--- config.mk ---
export PLATFORM = sky130hd
export DESIGN_NAME = trig_pulse_gen
export DESIGN_NICKNAME = d
export VERILOG_FILES = /design/src/rtl/trig_pulse_gen.sv
export SDC_FILE = /design/constraint.sdc
export NUM_CORES = 1
export LEC_CHECK = 0
export CAP_MARGIN = 20
export CORE_MARGIN = 2
export CORE_UTILIZATION = 64
export CTS_BUF_LIST = sky130_fd_sc_hd__clkbuf_16
export DETAILED_ROUTE_END_ITERATION = 16
export MAX_ROUTING_LAYER = met4
export PLACE_DENSITY_LB_ADDON = 0.15
export SETUP_SLACK_MARGIN = 0.1
export SLEW_MARGIN = 10
export SYNTH_ARGS = -nofsm -noshare
export SYNTH_HDL_FRONTEND = slang
export SYNTH_SLANG_ARGS = --single-unit
--- constraint.sdc ---
create_clock -name clk -period 3.1 [get_ports clk]
set_input_delay 0.62 -clock clk [delete_from_list [all_inputs] [get_ports clk]]
set_output_delay 0.62 -clock clk [all_outputs]
set_load 0.01 [all_outputs]
--- src/rtl/trig_pulse_gen.sv ---
// trig_pulse_gen: turns a start request into one fixed-width trigger pulse.
// After the pulse falls, a hold-off window follows, which limits the repetition rate.
// Typical load is the HC-SR04 TRIG pin, so echo measurements never overlap.
// Every duration is an exact multiple of the internal tick period. The
// prescaler and tick counter restart on every state entry, so there is no
// free-running phase error.
module trig_pulse_gen #(
    parameter int CLK_FREQ   = 100_000_000,
    parameter int TICK_HZ    = 1_000_000,
    parameter int TRIG_US    = 10,
    parameter int HOLDOFF_US = 60_000
) (
    input  logic clk,
    input  logic rst,
    input  logic i_start,
    output logic o_trig,
    output logic o_busy,
    output logic o_done,
    output logic o_drop
);

    localparam int TICK_DIV = CLK_FREQ / TICK_HZ;
    localparam int PW       = (TICK_DIV > 1) ? $clog2(TICK_DIV) : 1;
    localparam int T_MAX    = (TRIG_US > HOLDOFF_US) ? TRIG_US : HOLDOFF_US;
    localparam int TW       = $clog2(T_MAX + 1);

    // Terminal counts. Every count runs from zero, so no counter can overflow.
    localparam logic [PW-1:0] PRESC_LAST = PW'(TICK_DIV - 1);
    localparam logic [TW-1:0] TRIG_LAST  = TW'(TRIG_US - 1);
    localparam logic [TW-1:0] HOLD_LAST  = TW'(HOLDOFF_US - 1);

    // Reject illegal parameter sets at elaboration rather than in silicon.
    if (CLK_FREQ % TICK_HZ != 0) begin : g_chk_div_int
        $error("trig_pulse_gen: CLK_FREQ must be an integer multiple of TICK_HZ");
    end
    if (TICK_DIV < 2) begin : g_chk_div_min
        $error("trig_pulse_gen: CLK_FREQ/TICK_HZ must be at least 2");
    end
    if (TRIG_US < 1 || HOLDOFF_US < 1) begin : g_chk_durations
        $error("trig_pulse_gen: TRIG_US and HOLDOFF_US must be at least 1");
    end

    // Binary 2-bit encoding. The fourth code (2'b11) is unused and falls back to IDLE.
    typedef enum logic [1:0] {
        S_IDLE = 2'b00,
        S_TRIG = 2'b01,
        S_HOLD = 2'b10
    } state_t;

    state_t        state;
    logic [PW-1:0] presc;
    logic [TW-1:0] tcnt;
    logic          tick;

    // Tick strobe: high on the cycle in which the prescaler wraps.
    assign tick = (presc == PRESC_LAST);

    // Single FSM process. It owns the time base and drives every registered output.
    // NOTE: asynchronous reset clears state and outputs immediately on assertion,
    // so o_trig drops without waiting for a clock edge; all state uses non-blocking
    // assignments so every branch reads the pre-edge values consistently.
    always_ff @(posedge clk or negedge rst) begin
        if (!rst) begin
            state  <= S_IDLE;
            presc  <= '0;
            tcnt   <= '0;
            o_trig <= 1'b0;
            o_busy <= 1'b0;
            o_done <= 1'b0;
            o_drop <= 1'b0;
        end else begin
            // Default the two status strobes low so that each lasts exactly one cycle.
            o_done <= 1'b0;
            o_drop <= 1'b0;

            case (state)
                S_IDLE: begin
                    presc <= '0;
                    tcnt  <= '0;
                    if (i_start) begin
                        state  <= S_TRIG;
                        o_trig <= 1'b1;
                        o_busy <= 1'b1;
                    end
                end

                S_TRIG: begin
                    // Requests while busy are dropped and flagged, never queued.
                    o_drop <= i_start;
                    if (tick) begin
                        presc <= '0;
                        if (tcnt == TRIG_LAST) begin
                            state  <= S_HOLD;
                            tcnt   <= '0;
                            o_trig <= 1'b0;
                        end else begin
                            tcnt <= tcnt + 1'b1;
                        end
                    end else begin
                        presc <= presc + 1'b1;
                    end
                end

                S_HOLD: begin
                    o_drop <= i_start;
                    if (tick) begin
                        presc <= '0;
                        if (tcnt == HOLD_LAST) begin
                            state  <= S_IDLE;
                            tcnt   <= '0;
                            o_busy <= 1'b0;
                            o_done <= 1'b1;
                        end else begin
                            tcnt <= tcnt + 1'b1;
                        end
                    end else begin
                        presc <= presc + 1'b1;
                    end
                end

                default: begin
                    state  <= S_IDLE;
                    presc  <= '0;
                    tcnt   <= '0;
                    o_trig <= 1'b0;
                    o_busy <= 1'b0;
                end
            endcase
        end
    end

endmodule

Yosys cells after proc, flatten, opt, wreduce, memory -nomap -nowiden --
Index checks and enable logic that the tools add are counted. W data, S select, Z words.
Word-level totals: bits in registers 29, output and inout port bits 4
Operators by class: $add $sub $neg 2, muxes and demuxes 24, eq/ne operators 10, bitwise gates (word level) 2, reductions and logical operators 6
Operators with widths (count):
- $mux W16 | 4
- $pmux W16 S2 | 1
- $add A16 B1 Y16 const B | 1
- $eq A16 B16 Y1 const B | 1
- $eq A16 B4 Y1 const B | 1
- $mux W7 | 2
- $mux W2 | 5
- $ne A2 B2 Y1 const B | 5
- $mux W1 | 9
- $reduce_and A4 Y1 | 2
- $add A7 B1 Y7 const B | 1
- $eq A7 B7 Y1 const B | 1
- $pmux W1 S3 | 2
- $pmux W2 S3 | 1
- $reduce_and A5 Y1 | 1
- $eq A2 B1 Y1 const B | 1
- $eq A2 B2 Y1 const B | 1
- $logic_not A2 Y1 | 1
- $not A1 Y1 | 2
- $reduce_and A2 Y1 | 1
- $reduce_or A2 Y1 | 1

Depth between registers and ports, before layout --
Gate-level depths: netlist of run 1.
depth after elaboration 4, depth in mapped cells 9, depth with buffers taken out 7

Least setup slack after synthesis of run 1 --
Ideal clock, no wire load.
path type register to register, start register tcnt[0], end register tcnt[3], period minus slack after synthesis 1.806 ns, setup time 0.132 ns, cell stages (with the launch flop) 8, path slack 1.294 ns, buffers on the path 1, arrival time 1.674 ns, cells stage by stage dfrtp_1 > ha_1 > nand3_1 > or3_4 > o211a_4 > nor2_4 > buf_6 > o211ai_2
Between the ends: word-level cells in the longest chain between the ends 4, elaborated cells on any way between the ends 8, those cells by class add/sub: 1; eq/ne: 2; mux: 5
Ends and longest elaborated chain:
- start, declared | line 52 | logic [TW-1:0] tcnt;
- start signal, assigned | line 97 | tcnt <= tcnt + 1'b1;
- start signal, assigned | line 114 | tcnt <= tcnt + 1'b1;
- $add A16 B1 Y16 (tied with other cells) | line 97, 114
- $mux W16, on equally long branches | line 108, 92
- $mux W16, on equally long branches | line 106, 90
- $pmux W16 S2 * | line 76 | case (state)
Mark *: on every way between the ends. The rest lies on a longest branch, timed or not. The select of a mux whose other input is x is not followed. A chain may end at the register's enable or synchronous reset.

Worst setup path after layout of run 1 --
start register state[0], end register tcnt[3]
Between the ends: word-level cells in the longest chain between the ends 3, elaborated cells on any way between the ends 6, those cells by class eq/ne: 4; mux: 1; reduce/logical: 1
Ends and longest elaborated chain:
- start, declared | line 50 | state_t state;
- start signal, assigned | line 64 | state <= S_IDLE;
- start signal, assigned | line 81 | state <= S_TRIG;
- start signal, assigned | line 93 | state <= S_HOLD;
- $eq A2 B1 Y1 / $eq A2 B2 Y1 (equally long branches) | line 76
- $ne A2 B2 Y1 (no source line)
- $reduce_and A2 Y1 (no source line)
Several ways; a longest one is shown, not always the timed one.

==> out/results.ini, run 1 <==
[floorplan]
fp.dieH_um = 55.0
start_util_pct = 67.2
die_w_um = 55.0
core.rowCount = 18
die_area_um2 = 3030
core_um2 = 2480
ios = 7

[cells_and_area]
nets = 190
antenna_cells = 0
area.sequential_um2 = 726
fill_cells = 171
syn2layout_area_growth_pct = 12.5
drive_gt1_share_pct = 9.34
multi_input_area_um2 = 878

[clock_tree]
numCtsBuffers = 5
path_clk_slew_ns = 0.05
cts.sink_count = 29
ctsHoldBuffers = 0
cts_max_level = 2
cts.repair.resized = 0
postCtsSetupBuffers = 0
cts_tree = done
insertion_delay_ns = 0.28
cts-root-buf = clkbuf_16
cts.path.max_buffers = 2

[yosys]
synth_xor_area_share_pct = 6.31
ys_types = 46
synth_mux_area_share_pct = 0
synth.cell_area_um2 = 1670
ys_warn_count = 0
synth_compound_area_share_pct = 15.3
synthAdderAreaFrac_pct = 4.51
synth-seq-cells = 29
synth_edf_count = 0
synthSimpleGateAreaFrac_pct = 26.6
synth_fp_nets = 182
netlist_instances = 173
avgSynthCellArea_um2 = 9.63
synth_top_family_by_area = simple AND/OR/NAND/NOR gates
synthArstFlopShare_pct = 100
ys_seq_area_share_pct = 43.6
synth-main-ff-cell = dfrtp_1

[critical_path]
path_depth = 7
crit_path_cell_trace = inv_1 -> ha_1 -> or2_2 -> a21boi_1 -> nor3_1 -> o21ai_0 -> o211ai_2
cp-startpoint = state[0]$_DFFE_PN0P_
path_class = flip-flop to flip-flop
critPathCaptureType = flip-flop
cp.required_ns = 3.25
setup.worst_path.end = tcnt[3]$_DFFE_PN0P_
timing.rr.end = tcnt[3]$_DFFE_PN0P_
startpoint_type = flip-flop
critPathTopFamily = compound AO/OA/AOI/OAI gates
rr_startpoint = state[0]$_DFFE_PN0P_
r2r_cells = 7
worst_path_max_delay_cell = a21boi_1
cp_num_buf_inv = 1
critical_path.max_stage_delay_ns = 0.81
cp_max_fo = 14
arrival_ns = 2.41
rrSetupSlack_ns = 0.84

[grt]
grt_max_degree = 30
use_met3_pct = 9.68
antenna_found_initial = 0
grtUsageTotal_pct = 28.5
grt_pass1_vias = 1298
grt_pass1_wl_um = 5810
grt_overflow = 0
top_usage_layer = met2
met2_usage_pct = 48.0
gr-usage-met1_pct = 31.9

[power]
p_leak_nw = 0.818
p_per_area_nw_per_um2 = 451
p_total_uw = 844
peakVddDrop_mv = 0.458

[sta]
fmax_mhz = 442
finalHoldViolations = 0
drv_slew = 0
worst_slew_pin_slew_ns = 1.02
rsz0062_at_grt = no
setup_viol = 0
setup_tns_ns = 0
fin_ws_ns = 0.837
min_period_over_period_pct = 73.0
period_minus_slack_ns = 2.26
clock_skew_ns = 0.0112
whs_ns = 0.496
max-slew-margin-rel_pct = 32.1

[place]
gp_congestion = 0.922
io_buffers = 6
hpwl_um = 2370
pre_cts_slack_ns = 0.898

[drt]
ant_nets = 0
drtIter0Drc = 42
dr.pass1.iters = 4
wl_per_cell_um = 16.7
vias_per_cell = 6.33
via_count = 1343
routed_wl_um = 3540
drc = 0

[run_status]
outcome = complete, no violations

[run]
drv_cap = 0

[worst_hold_path]
hold_class = flip-flop to flip-flop
min_path_cells = 1

## area by class of cell
class | count | area share, %
clock buffer | 5 | 6.68
clock inverter | 3 | 0.668
inverter | 7 | 1.40
multi-input combinational | 131 | 46.9
sequential | 29 | 38.7
tap | 30 | 2.00
timing repair buffer | 7 | 3.61
## metrics by stage
stage,std cells,instance area (um^2),utilization [%]
5_1_grt,212,1870,75.6
6_report,212,1870,75.6
2_1_floorplan,173,1670,-
4_1_cts,212,1870,75.6
3_5_place_dp,204,1740,70.1
3_3_place_gp,204,1740,70.1
## worst min path at each step
stage / from / endpoint / slack [ns]
2_1_floorplan: rst / o_busy$_DFFE_PN0P_ / 0.32
5_1_grt: presc[0]$_DFF_PN0_ / presc[0]$_DFF_PN0_ / 0.49
3_3_place_gp: presc[0]$_DFF_PN0_ / presc[0]$_DFF_PN0_ / 0.44
6_report: presc[0]$_DFF_PN0_ / presc[0]$_DFF_PN0_ / 0.50
3_5_place_dp: presc[0]$_DFF_PN0_ / presc[0]$_DFF_PN0_ / 0.48
4_1_cts: presc[0]$_DFF_PN0_ / presc[0]$_DFF_PN0_ / 0.49
## cell usage in the layout, fill, tap and decap left out, drive strengths merged, types with 4 or more instances in the layout
cell type      Yosys  layout
clkbuf             3       5
ha                 6       6
and3               5       5
xor2               9       9
nand3              8       8
clkdlybuf4s50      0       6
nor3               5       5
and2               4       4
nand2             19      19
dfrtp             29      29
inv                7       7
nor2              10      10
o21ai              7       7
nand4             10      10
a21oi              8       8
nor4b              4       4
a31oi              6       6
## registers in the layout, indices dropped and copies added, names as in the netlist
name    flops
o_busy      1
o_done      1
o_drop      1
o_trig      1
presc       7
state       2
tcnt       16
## cell families (layout without fill, tap and decap cells)
family / count (synthesis) / in the layout
buffers and inverters: 13 / 22
AO/OA/AOI/OAI: 36 / 36
flip-flops: 29 / 29
adder cells (fa/ha/maj): 6 / 6
AND/OR/NAND/NOR: 77 / 77
XOR/XNOR: 12 / 12
## power by group
part	total, mW	switching [mW]	internal (mW)
clock	0.451	0.162	0.289
combinational	0.0133	0.00863	0.00469
sequential	0.380	0.000167	0.380
## metal layers
layer | vias to the layer above | part of all wire, % | routed length [um]
met5 | - | 0 | 0
met4 | 0 | 0.99 | 35
met3 | 5 | 4.3 | 153
met2 | 28 | 50 | 1780
met1 | 660 | 44 | 1570
li1 | 650 | - | -
## cells in the mapped netlist (2+ instances only)
cell      count  area share (%)
nand4_1      10             3.8
dfrtp_1      29              44
nor2_1        9             2.0
and2_1        4             1.5
and3_1        5             1.9
nand2_1      19             4.3
ha_1          6             4.5
o22ai_1       2            0.75
o21ai_0       5             1.5
nor2b_1       2            0.75
o211ai_2      2             1.5
nor4b_1       3             1.6
xor2_1        9             4.7
nand3_1       8             2.4
inv_1         7             1.6
xnor2_1       3             1.6
a21oi_1       8             2.4
a31oi_1       6             2.3
clkbuf_1      3            0.68
nor3b_1       2            0.90
nor3_1        4             1.2
and4_1        2             1.1
nor4_1        2            0.75
(Power assumes the default switching activity.)
==> run 2: changes to the inputs <==
CORE_UTILIZATION = 54   (was 64)
clock period = 2 ns   (was 3.1 ns; I/O delays follow)
==> run 2 against run 1 <==
Cell count up 6.6%. Critical endpoint is now tcnt[2]$_DFFE_PN0P_. Non-clock buffer count increased by 9. Clock skew shrank 0.0069 ns. Critical path depth fell by 1. Highest routed layer unchanged. Critical path type unchanged. Largest power group unchanged.
==> out/results.ini, run 2 (same netlist as run 1, synthesis figures left out) <==
[run_status]
outcome = complete, no violations

[cells_and_area]
stdcell_area_um2 = 2010
syn2layout_area_growth_pct = 20.9
drive_gt1_share_pct = 19.2
final_core_util_pct = 67.0
antenna_cells = 0
fill_cells = 228
largest_reg_flops = 16
stdcell_count = 226
layout_commonest_cell = dfrtp_1
nets = 201
top_regs = tcnt: 16 flops, presc: 7 flops, state: 2 flops
final_cell_mix = 29 x dfrtp_1, 19 x nand2_1, 10 x nand4_1, 10 x buf_4
regMostFlops = tcnt

[critical_path]
crit_path_cell_trace = ha_2 -> nand3_2 -> or3_4 -> o211a_4 -> o2111ai_1 -> o311ai_1
startpoint_type = flip-flop
r2r_cells = 6
path_class = flip-flop to flip-flop
arrival_ns = 1.97
critPathCaptureType = flip-flop
worst_path_max_delay_cell = dfrtp_1
critical_path.max_stage_delay_ns = 0.39
cp.required_ns = 2.14
path_depth = 6
cp_num_buf_inv = 0
critPathTopFamily = compound AO/OA/AOI/OAI gates
cp_max_fo = 5

[clock_tree]
cts.sink_count = 29
numCtsBuffers = 5
cts_tree = done
cts.path.max_buffers = 2
cts_max_level = 2
cts-root-buf = clkbuf_16
insertion_delay_ns = 0.27
path_clk_slew_ns = 0.05

[floorplan]
core.rowCount = 20
start_util_pct = 55.5
core_um2 = 3000
die_w_um = 59.5
die_area_um2 = 3540
ios = 7
fp.dieH_um = 59.5

[sta]
rsz0062_at_grt = yes
whs_ns = 0.470
period_minus_slack_ns = 1.83
min_period_over_period_pct = 91.7
setup_viol = 0
drv_slew = 0
fmax_mhz = 545
worst_slew_pin_slew_ns = 0.597
clock_skew_ns = 0.00430
max-slew-margin-rel_pct = 60.0
finalHoldViolations = 0
setup_tns_ns = 0

[worst_hold_path]
hold_class = flip-flop to flip-flop
min_path_cells = 1

[drt]
dr.pass1.iters = 4
drc = 0
wl_per_cell_um = 15.7
ant_nets = 0
via_count = 1417
drtIter0Drc = 42
vias_per_cell = 6.27
routed_wl_um = 3560

[power]
p_leak_nw = 0.886
peakVddDrop_mv = 0.455
p_per_area_nw_per_um2 = 647

[place]
hpwl_um = 2360
post_dp_cell_area_um2 = 1800
place_inst = 215
io_buffers = 6
gp_congestion = 0.839

[grt]
grt_pass1_wl_um = 5870
grtUsageTotal_pct = 22.5
antenna_found_initial = 0
grt_pass1_vias = 1328
grt_overflow = 0
grt_max_degree = 30

[run]
drv_cap = 0

## run 2: cell count changes in the layout (fill, tap and decap cells not counted), sizes merged
cell    change
buf         +9
clkinv      -1
inv         +1
nor2        +1
o211a       +1
## run 2: power breakdown
group | total [mW] | switching, mW | leakage (nW) | internal [mW]
logic | 0.0208 | 0.0135 | 0.428 | 0.00725
registers | 0.589 | 0.000292 | 0.383 | 0.589
clock network | 0.692 | 0.242 | 0.0748 | 0.450
total | 1.30 | 0.256 | 0.886 | 1.05
## run 2: timing repair
action                     in CTS  in global routing
setup endpoints to repair      16                 18
gates resized for setup         2                 11
cloned                          1                  1
hold buffers                    0                  0
pin swaps                       1                  5
setup buffers                   1                  0
## run 2: worst reg2reg max path, cell delays in order, from the launching register on
cell and delay [ns]:
dfrtp_1 0.39, ha_2 0.21, nand3_2 0.11, or3_4 0.39, o211a_4 0.30, o2111ai_1 0.19
o311ai_1 0.12
## run 2: area by class of cell
type	count	area (um^2)	share of cell area [%]
inverters	7	26.3	1.31
flip-flops and latches	29	726	36.0
repair buffers	16	135	6.71
clock buffers	5	125	6.22
multi-input cells	133	946	47.0
well taps	33	41.3	2.05
clock inverters	3	13.8	0.684
## run 2: layer usage
metal	global-route usage [%]	wire length, um	up-vias
met1	27.7	1670	708
met5	-	0	-
met2	37.2	1760	28
met3	4.59	112	4
li1	-	-	677
met4	6.67	21	0
## run 2: per-stage QoR
step	total power, mW	setup WS (ns)
after floorplan	0.600	0.194
after global routing	1.34	0.0726
after global placement	0.620	0.0100
final	1.30	0.166
after detailed placement	0.621	-0.0497
after CTS	1.32	0.115
## run 2: worst paths after layout
check,endpoint,slack (ns),start
setup / recovery,tcnt[2]$_DFFE_PN0P_,0.17,tcnt[1]$_DFFE_PN0P_
hold / removal,presc[0]$_DFF_PN0_,0.47,presc[0]$_DFF_PN0_
setup reg to reg,tcnt[2]$_DFFE_PN0P_,0.17,tcnt[1]$_DFFE_PN0P_
min in group asynchronous,presc[2]$_DFF_PN0_,0.51,rst
max in group asynchronous,state[0]$_DFFE_PN0P_,1.21,rst
hold reg to reg,presc[0]$_DFF_PN0_,0.47,presc[0]$_DFF_PN0_
